## src/rtl/pipe_ctrl.sv

```systemverilog
// Hazard and sequencing controller for the 5-stage pipeline.
// Generates per-stage hold/flush controls from load-use, EX-resolved
// branches, data-memory wait and fetch wait. A pending PC redirect is kept
// until fetch accepts it. Stall cycles and accepted redirects are counted.
module pipe_ctrl #(
  parameter int ADDR_W = 32,
  parameter int REG_W  = 5,
  parameter int CNT_W  = 32
) (
  input  logic              clk,
  input  logic              rst,
  input  logic [REG_W-1:0]  id_rs1,
  input  logic              id_rs1_en,
  input  logic [REG_W-1:0]  id_rs2,
  input  logic              id_rs2_en,
  input  logic [REG_W-1:0]  ex_rd,
  input  logic              ex_is_load,
  input  logic              ex_br_taken,
  input  logic [ADDR_W-1:0] ex_br_target,
  input  logic              mem_req,
  input  logic              mem_ready,
  input  logic              if_ready,
  output logic              stall_pc,
  output logic              stall_ifid,
  output logic              stall_idex,
  output logic              stall_exmem,
  output logic              stall_memwb,
  output logic              flush_ifid,
  output logic              flush_idex,
  output logic              redirect_valid,
  output logic [ADDR_W-1:0] redirect_pc,
  output logic [CNT_W-1:0]  stall_cnt,
  output logic [CNT_W-1:0]  flush_cnt
);

  typedef enum logic {
    RUN  = 1'b0,  // normal flow
    RDIR = 1'b1   // redirect issued, waiting for fetch to take it
  } state_t;

  state_t            state, state_nx;
  logic [ADDR_W-1:0] rdir_pc, rdir_pc_nx;
  logic              memstall;
  logic              loaduse;
  logic              accept;

  // Data memory still busy: the whole pipeline must freeze.
  assign memstall = mem_req & ~mem_ready;

  // EX load writes a register the ID instruction actually reads (x0 never hazards).
  assign loaduse = ex_is_load & (ex_rd != '0) &
                   ((id_rs1_en & (id_rs1 == ex_rd)) |
                    (id_rs2_en & (id_rs2 == ex_rd)));

  // Next-state and zero-latency control outputs from state and inputs.
  always_comb begin
    // NOTE: every signal written here gets a default first, so no path can
    // leave one unassigned and infer a latch.
    state_nx       = state;
    rdir_pc_nx     = rdir_pc;
    accept         = 1'b0;
    stall_pc       = 1'b0;
    stall_ifid     = 1'b0;
    stall_idex     = 1'b0;
    stall_exmem    = 1'b0;
    stall_memwb    = 1'b0;
    flush_ifid     = 1'b0;
    flush_idex     = 1'b0;
    redirect_valid = 1'b0;
    redirect_pc    = '0;

    if (!rst) begin
      unique case (state)
        RUN: begin
          if (memstall) begin
            // EX is frozen, so a branch there is simply re-presented later.
            stall_pc    = 1'b1;
            stall_ifid  = 1'b1;
            stall_idex  = 1'b1;
            stall_exmem = 1'b1;
            stall_memwb = 1'b1;
          end else if (ex_br_taken) begin
            // Branch beats load-use: the ID instruction is wrong-path anyway.
            redirect_valid = 1'b1;
            redirect_pc    = ex_br_target;
            flush_ifid     = 1'b1;
            flush_idex     = 1'b1;
            if (if_ready) begin
              accept = 1'b1;
            end else begin
              state_nx   = RDIR;
              rdir_pc_nx = ex_br_target;
            end
          end else if (loaduse) begin
            // One bubble; the load leaves EX next cycle and the hazard clears.
            stall_pc   = 1'b1;
            stall_ifid = 1'b1;
            flush_idex = 1'b1;
          end else if (!if_ready) begin
            stall_pc   = 1'b1;
            flush_ifid = 1'b1;
          end
        end

        RDIR: begin
          // PC is overwritten by the redirect, so it is not held.
          redirect_valid = 1'b1;
          redirect_pc    = rdir_pc;
          flush_ifid     = 1'b1;
          flush_idex     = 1'b1;
          if (memstall) begin
            stall_exmem = 1'b1;
            stall_memwb = 1'b1;
          end else if (if_ready) begin
            accept   = 1'b1;
            state_nx = RUN;
          end
        end
      endcase
    end
  end

  // State, pending target and performance counters (counters wrap naturally).
  always_ff @(posedge clk) begin
    // NOTE: sequential state uses non-blocking assignments so every register
    // samples pre-edge values regardless of statement order.
    if (rst) begin
      state     <= RUN;
      rdir_pc   <= '0;
      stall_cnt <= '0;
      flush_cnt <= '0;
    end else begin
      state   <= state_nx;
      rdir_pc <= rdir_pc_nx;
      if (stall_pc) stall_cnt <= stall_cnt + CNT_W'(1);
      if (accept)   flush_cnt <= flush_cnt + CNT_W'(1);
    end
  end

endmodule

```

## config.mk

```make
export PLATFORM = sky130hd
export DESIGN_NAME = pipe_ctrl
export DESIGN_NICKNAME = d
export VERILOG_FILES = /design/src/rtl/pipe_ctrl.sv
export SDC_FILE = /design/constraint.sdc
export NUM_CORES = 1
export LEC_CHECK = 0
export ABC_AREA = 1
export CORE_MARGIN = 5
export CORE_UTILIZATION = 30
export DETAILED_ROUTE_END_ITERATION = 7
export PLACE_DENSITY = 0.53
export SLEW_MARGIN = 10
export SYNTH_ARGS = -nofsm -noshare
export SYNTH_HDL_FRONTEND = slang
export SYNTH_SLANG_ARGS = --single-unit
export TNS_END_PERCENT = 30
```

## constraint.sdc

```tcl
create_clock -name clk -period 2.8 [get_ports clk]
set_input_delay 0.28 -clock clk [delete_from_list [all_inputs] [get_ports clk]]
set_output_delay 0.28 -clock clk [all_outputs]
set_load 0.01 [all_outputs]
```

==> results.ini, run 1 <==
[detailed_routing]
vias = 6417
drcViolationCount = 0
wirelength_mm = 19.1
via_per_inst = 4.72
drt_first_iter_violations = 352
dr.pass1.iters = 5
wl_per_cell_um = 14.1
ant_nets = 0

[layout]
diodes = 0
final_cells = 1359
drive_gt1_share_pct = 4.39
final_core_util_pct = 41.9
nets = 1148
fillCellCount = 2126
synthToLayoutAreaGrowth_pct = 38.4

[timing]
setup_slack_ps = 192
finalClockSkew_ps = 8.44
fin_tns_setup_ps = 0
setup_viol = 0
fmaxAchievable_mhz = 384
fin_crit_sh_pct = 93.1
finalHoldViolCount = 0
tightestPinTransition_ps = 572
maxSlewHeadroom_pct = 61.9
rsz0062_at_grt = false
period_needed_ps = 2610
drv_slew = 0

[global_routing]
grt_overflow = 0
grt_pass1_wl_mm = 31.1
grtUsageTotal_pct = 17.2
grt_max_degree = 69
grt_antenna_before_repair = 0
first_global_vias = 6093

[logic_synthesis]
async_flop_share_pct = 0
synth_cell_types = 31
ys_seq_elements = 97
synth-edff-count = 0
seq_area_frac_synth_pct = 33.1
synth_area_mm2 = 0.00587
synth_top_flop_cell = dfxtp_1
syn_inst = 945
postSynthAreaPerCell_um2 = 6.21
yosysTopAreaCell = dfxtp_1
yosys_warnings = 0
synth.area.top_cells = dfxtp_1 (33%), nand2_1 (18%), nor2_1 (11%)
synth_top_area_share_pct = 33.1
syn-num-nets = 1003

[place]
post-place-ws_ps = 198
port_buffers = 159
dp_hpwl_mm = 14.2
place_inst = 1344
gp_congestion = 0.864

[die]
die_area_mm2 = 0.0225
dieHeight_um = 150
coreArea_mm2 = 0.0194
die_x_um = 150
num_rows = 51
io_pins = 160
start_util_pct = 30.3

[clock_network]
postCtsSetupBuffers = 0
clkSinkCount = 97
cts_hold_buffers = 0
insertion_delay_ps = 350
ctsResizeCount = 0
clkTransAtPathRegs_ps = 70
root_buffer = clkbuf_16
cts_tree = yes
ctsLongestPathBuffers = 2
h-tree-depth = 3
numCtsBuffers = 9

[run_status]
status = completed

[setup_path]
cp_slowest_cell = clkdlybuf4s50_1
critPathMostFrequentCell = nor2_1
worstPathArrival_ps = 2330
worst-setup-path-type = in -> out
critPathMaxFanout = 20
crit_chain = clkdlybuf4s50_1, inv_1, nor2_1, nor2_1, nor2_1, inv_2, buf_12, a211oi_1, clkdlybuf4s50_1
cp-start-kind = input pin
critPathMaxStageDelay_ps = 590
end_kind = output pin
cp.required_ps = 2520
r2r_slack_ps = 680

[power]
power.leakage_nw = 2.98
peakVddDrop_mv = 0.316
p_per_area_mw_per_mm2 = 410

[job]
max-cap-violations = 0

[min_path]
hp-class = in -> reg

[metrics by stage]
stage / hold slack (ps) / power (mW) / area (µm²)
3_3_place_gp: 463 / 1.93 / 7770
6_report: 309 / 3.33 / 8130
3_5_place_dp: 456 / 1.93 / 7770
5_1_grt: 306 / 3.50 / 8130
4_1_cts: 289 / 3.40 / 8120
2_1_floorplan: 440 / 1.69 / 5870
[metal layers]
layer  vias up  wire length [µm]  global-route usage (%)
met5         -                 0                       0
met4         0               276                    4.12
met3        18              1470                    5.66
met2       160              8400                    26.3
met1      2896              9000                    23.5
li1       3343                 -                       -
[worst paths after layout]
check / from / end / depth (start not counted)
setup reg to reg: stall_cnt[0] / stall_cnt[28] / 9
hold reg to reg: rdir_pc[18] / rdir_pc[18] / 2
hold / removal: rst / flush_cnt[12] / 2
setup / recovery: ex_br_taken / redirect_pc[30] / 9
[logic make-up (layout without fill, tap and decap cells)]
group	after synthesis	after routing	share of synthesized area [%]
xor+xnor	23	23	3.43
fa+ha+maj	2	2	0.426
flops	97	97	33.1
buf+inv	135	284	9.18
compound gates	135	135	14.4
simple gates	553	553	39.5
[where the power goes]
part / internal, mW / switching [mW] / total, mW
Sequential: 1.41 / 0.0137 / 1.43
Combinational: 0.211 / 0.251 / 0.462
Clock: 0.893 / 0.548 / 1.44
Total: 2.52 / 0.813 / 3.33
[layout make-up]
cell class / instances / area, µm² / area share [%]
clock buffer: 10 / 239 / 2.94
clock inverter: 5 / 104 / 1.28
inverter: 94 / 353 / 4.34
multi-input combinational: 713 / 3400 / 41.8
sequential: 97 / 1940 / 23.9
tap: 265 / 332 / 4.08
timing repair buffer: 175 / 1760 / 21.6
[flip-flops by register name (all words and copies together) (netlist names)]
| signal | cells |
|---|---|
| flush_cnt | 32 |
| rdir_pc | 32 |
| stall_cnt | 32 |
| state | 1 |
[synth_stat cells (2+ instances only)]
cell type	n
buf_1	3
nand3b_1	21
nor2_2	2
inv_1	91
clkbuf_4	2
a211oi_1	64
xor2_1	17
a21oi_1	57
nor2_4	2
dfxtp_1	97
nand4_1	9
ha_1	2
xnor2_1	6
nor3_2	2
o21ai_0	11
clkbuf_1	20
nand3_1	49
nand2_1	278
nor3_1	13
buf_2	14
inv_2	3
buf_4	2
nor2_1	172
[worst max-delay path: cells and delay by family]
family / cells / cell delay, ps
AND/OR/NAND/NOR: 3 / 400
buffers and inverters: 5 / 1440
AO/OA/AOI/OAI: 1 / 190
[cell usage in the layout, fill, tap and decap left out, types with 3 or more instances in the layout]
master           Yosys  layout
nor2_1             172     172
bufinv_16            0       3
xor2_1              17      17
buf_12               0       3
a21oi_1             57      57
buf_4                2      14
clkdlybuf4s50_1      0     153
a211oi_1            64      64
clkbuf_16            0       9
nand2_1            278     277
dfxtp_1             97      96
inv_1               91      91
dlymetal6s2s_1       0       5
inv_2                3       3
nand3_1             49      49
nor3_1              13      13
nand4_1              9       9
xnor2_1              6       6
o21ai_0             11      11
nand3b_1            21      21
Note: power is estimated with default switching activity, not from simulation.
==> run 2, diff against run 1 <==
--- a/config.mk
+++ b/config.mk
@@ -6,6 +6,7 @@
 export NUM_CORES = 1
 export LEC_CHECK = 0
 export ABC_AREA = 1
+export ABC_CLOCK_PERIOD_IN_PS = 2800
 export CORE_MARGIN = 5
 export CORE_UTILIZATION = 30
 export DETAILED_ROUTE_END_ITERATION = 7
==> results of run 2 <==
The final DEF is identical to that of run 1; final timing and power are the same.
==> run 3, diff against run 2 <==
--- a/config.mk
+++ b/config.mk
@@ -7,11 +7,13 @@
 export LEC_CHECK = 0
 export ABC_AREA = 1
 export ABC_CLOCK_PERIOD_IN_PS = 2800
+export CELL_PAD_IN_SITES_DETAIL_PLACEMENT = 1
+export CELL_PAD_IN_SITES_GLOBAL_PLACEMENT = 1
 export CORE_MARGIN = 5
 export CORE_UTILIZATION = 30
+export CTS_BUF_LIST = sky130_fd_sc_hd__clkbuf_16
 export DETAILED_ROUTE_END_ITERATION = 7
-export PLACE_DENSITY = 0.53
-export SLEW_MARGIN = 10
+export PLACE_DENSITY = 0.73
 export SYNTH_ARGS = -nofsm -noshare
 export SYNTH_HDL_FRONTEND = slang
 export SYNTH_SLANG_ARGS = --single-unit
==> results.ini, run 3 (synthesized netlist as in run 1, its figures left out) <==
[setup_path]
end_kind = output pin
critPathMaxFanout = 9
worst-setup-path-type = in -> out
worstPathArrival_ps = 2340
r2r_slack_ps = 580
cp.required_ps = 2520
worstReg2RegStart = stall_cnt[0]
ff2ff_path_depth = 9
cp-start-kind = input pin
r2r-end = stall_cnt[28]

[power]
peakVddDrop_mv = 0.271
power.leakage_nw = 2.86
p_per_area_mw_per_mm2 = 383

[timing]
finalHoldViolCount = 0
finalClockSkew_ps = 8.43
drv_slew = 0
period_needed_ps = 2620
fmaxAchievable_mhz = 381
fin_tns_setup_ps = 0
whs_ps = 401
tightestPinTransition_ps = 785
rsz0062_at_grt = false
setup_viol = 0
maxSlewHeadroom_pct = 47.7
fin_crit_sh_pct = 93.7

[job]
max-cap-violations = 0

[layout]
final_common_cell = nand2_1
synthToLayoutAreaGrowth_pct = 36.6
nets = 1147
drive_gt1_share_pct = 4.30
layout_common_cells = nand2_1 (277), nor2_1 (172), clkdlybuf4s50_1 (157), dfxtp_1 (96), inv_1 (91)
diodes = 0
reg_top3 = flush_cnt x32, rdir_pc x32, stall_cnt x32

[clock_network]
insertion_delay_ps = 350
clkSinkCount = 97
root_buffer = clkbuf_16
ctsLongestPathBuffers = 2
clkTransAtPathRegs_ps = 70
cts_tree = yes
numCtsBuffers = 9
h-tree-depth = 3
postCtsSetupBuffers = 0

[run_status]
status = completed

[min_path]
min_to = rdir_pc[24]
min_path_cells = 2
min_from = rst
hp-class = in -> reg

[die]
num_rows = 51
dieHeight_um = 150
die_area_mm2 = 0.0225
start_util_pct = 30.3
die_x_um = 150
coreArea_mm2 = 0.0194
io_pins = 160

[detailed_routing]
drt_first_iter_violations = 337
via_per_inst = 4.83
dr.pass1.iters = 5
wl_per_cell_um = 15.6
wirelength_mm = 21.1
drcViolationCount = 0
ant_nets = 0
vias = 6567

[global_routing]
grt_overflow = 0
grt_pass1_wl_mm = 34.0
grt_max_degree = 65
first_global_vias = 6666
grt_antenna_before_repair = 0
grtUsageTotal_pct = 18.7

[place]
port_buffers = 159
gp_congestion = 0.853
dp_hpwl_mm = 16.0

-- run 3: cell count changes in the layout (fill, tap and decap cells not counted) --
cell | before | now
buf_4 | 14 | 15
buf_12 | 3 | 1
clkbuf_8 | 1 | 0
bufinv_16 | 3 | 0
o31ai_1 | 1 | 0
clkinvlp_4 | 0 | 2
inv_6 | 0 | 1
clkinv_1 | 0 | 2
dlymetal6s2s_1 | 5 | 1
dfxtp_2 | 1 | 0
dfxtp_4 | 0 | 1
o31ai_2 | 0 | 1
clkdlybuf4s50_1 | 153 | 157
-- run 3: timing repair --
action                                 4_1_cts  5_1_grt
hold buffers                                 0        0
endpoints found under the hold margin        0        0
resized for setup                            0        3
setup endpoints to repair                    0        9
-- run 3: through the flow --
stage	setup slack, ps	power, mW	utilization [%]	cell area (µm²)	cells
6_report	176	3.07	41.4	8020	1359
3_5_place_dp	164	1.93	39.9	7740	1343
4_1_cts	84.4	3.12	41.3	8010	1359
2_1_floorplan	1060	1.69	-	5870	945
3_3_place_gp	218	1.92	39.9	7740	1343
5_1_grt	11.1	3.22	41.4	8020	1359
-- run 3: report_power, final --
group | internal, mW | switching, mW | total (mW)
clock network | 0.601 | 0.579 | 1.18
registers | 1.41 | 0.0190 | 1.43
logic | 0.207 | 0.253 | 0.461
total | 2.22 | 0.852 | 3.07
-- run 3: critical path, cell delays in order --
cell and delay (ps):
clkdlybuf4s50_1 500, inv_1 50, nor2_1 140, nor2_1 70
nor2_1 160, inv_2 120, buf_4 180, a211oi_1 210
clkdlybuf4s50_1 620
-- run 3: how the worst max path moves through the flow --
stage                      startpoint               to  slack (ps)  cells after the start
after floorplan               mem_req  redirect_pc[10]        1060                      8
after global placement       ex_rd[1]       flush_idex         220                     10
after detailed placement  ex_br_taken  redirect_pc[30]         160                      9
after CTS                       state  redirect_pc[30]          80                      6
after global routing         ex_rd[0]       flush_ifid          10                     12
final                     ex_br_taken  redirect_pc[30]         180                      9
-- run 3: per-layer routing --
layer | routed length (µm) | up-vias | GRT usage (%)
li1 | - | 3330 | -
met1 | 10000 | 3089 | 24.3
met2 | 9700 | 129 | 30.4
met3 | 1190 | 19 | 5.24
met4 | 233 | 0 | 5.22
met5 | 0 | - | 0
-- run 3: area by class of cell --
cell class                 count  area, µm²
clock buffer                   9        225
clock inverter                 7       45.0
fill                        2576      11400
inverter                      94        353
multi-input combinational    713       3410
sequential                    97       1950
tap                          265        332
timing repair buffer         174       1720
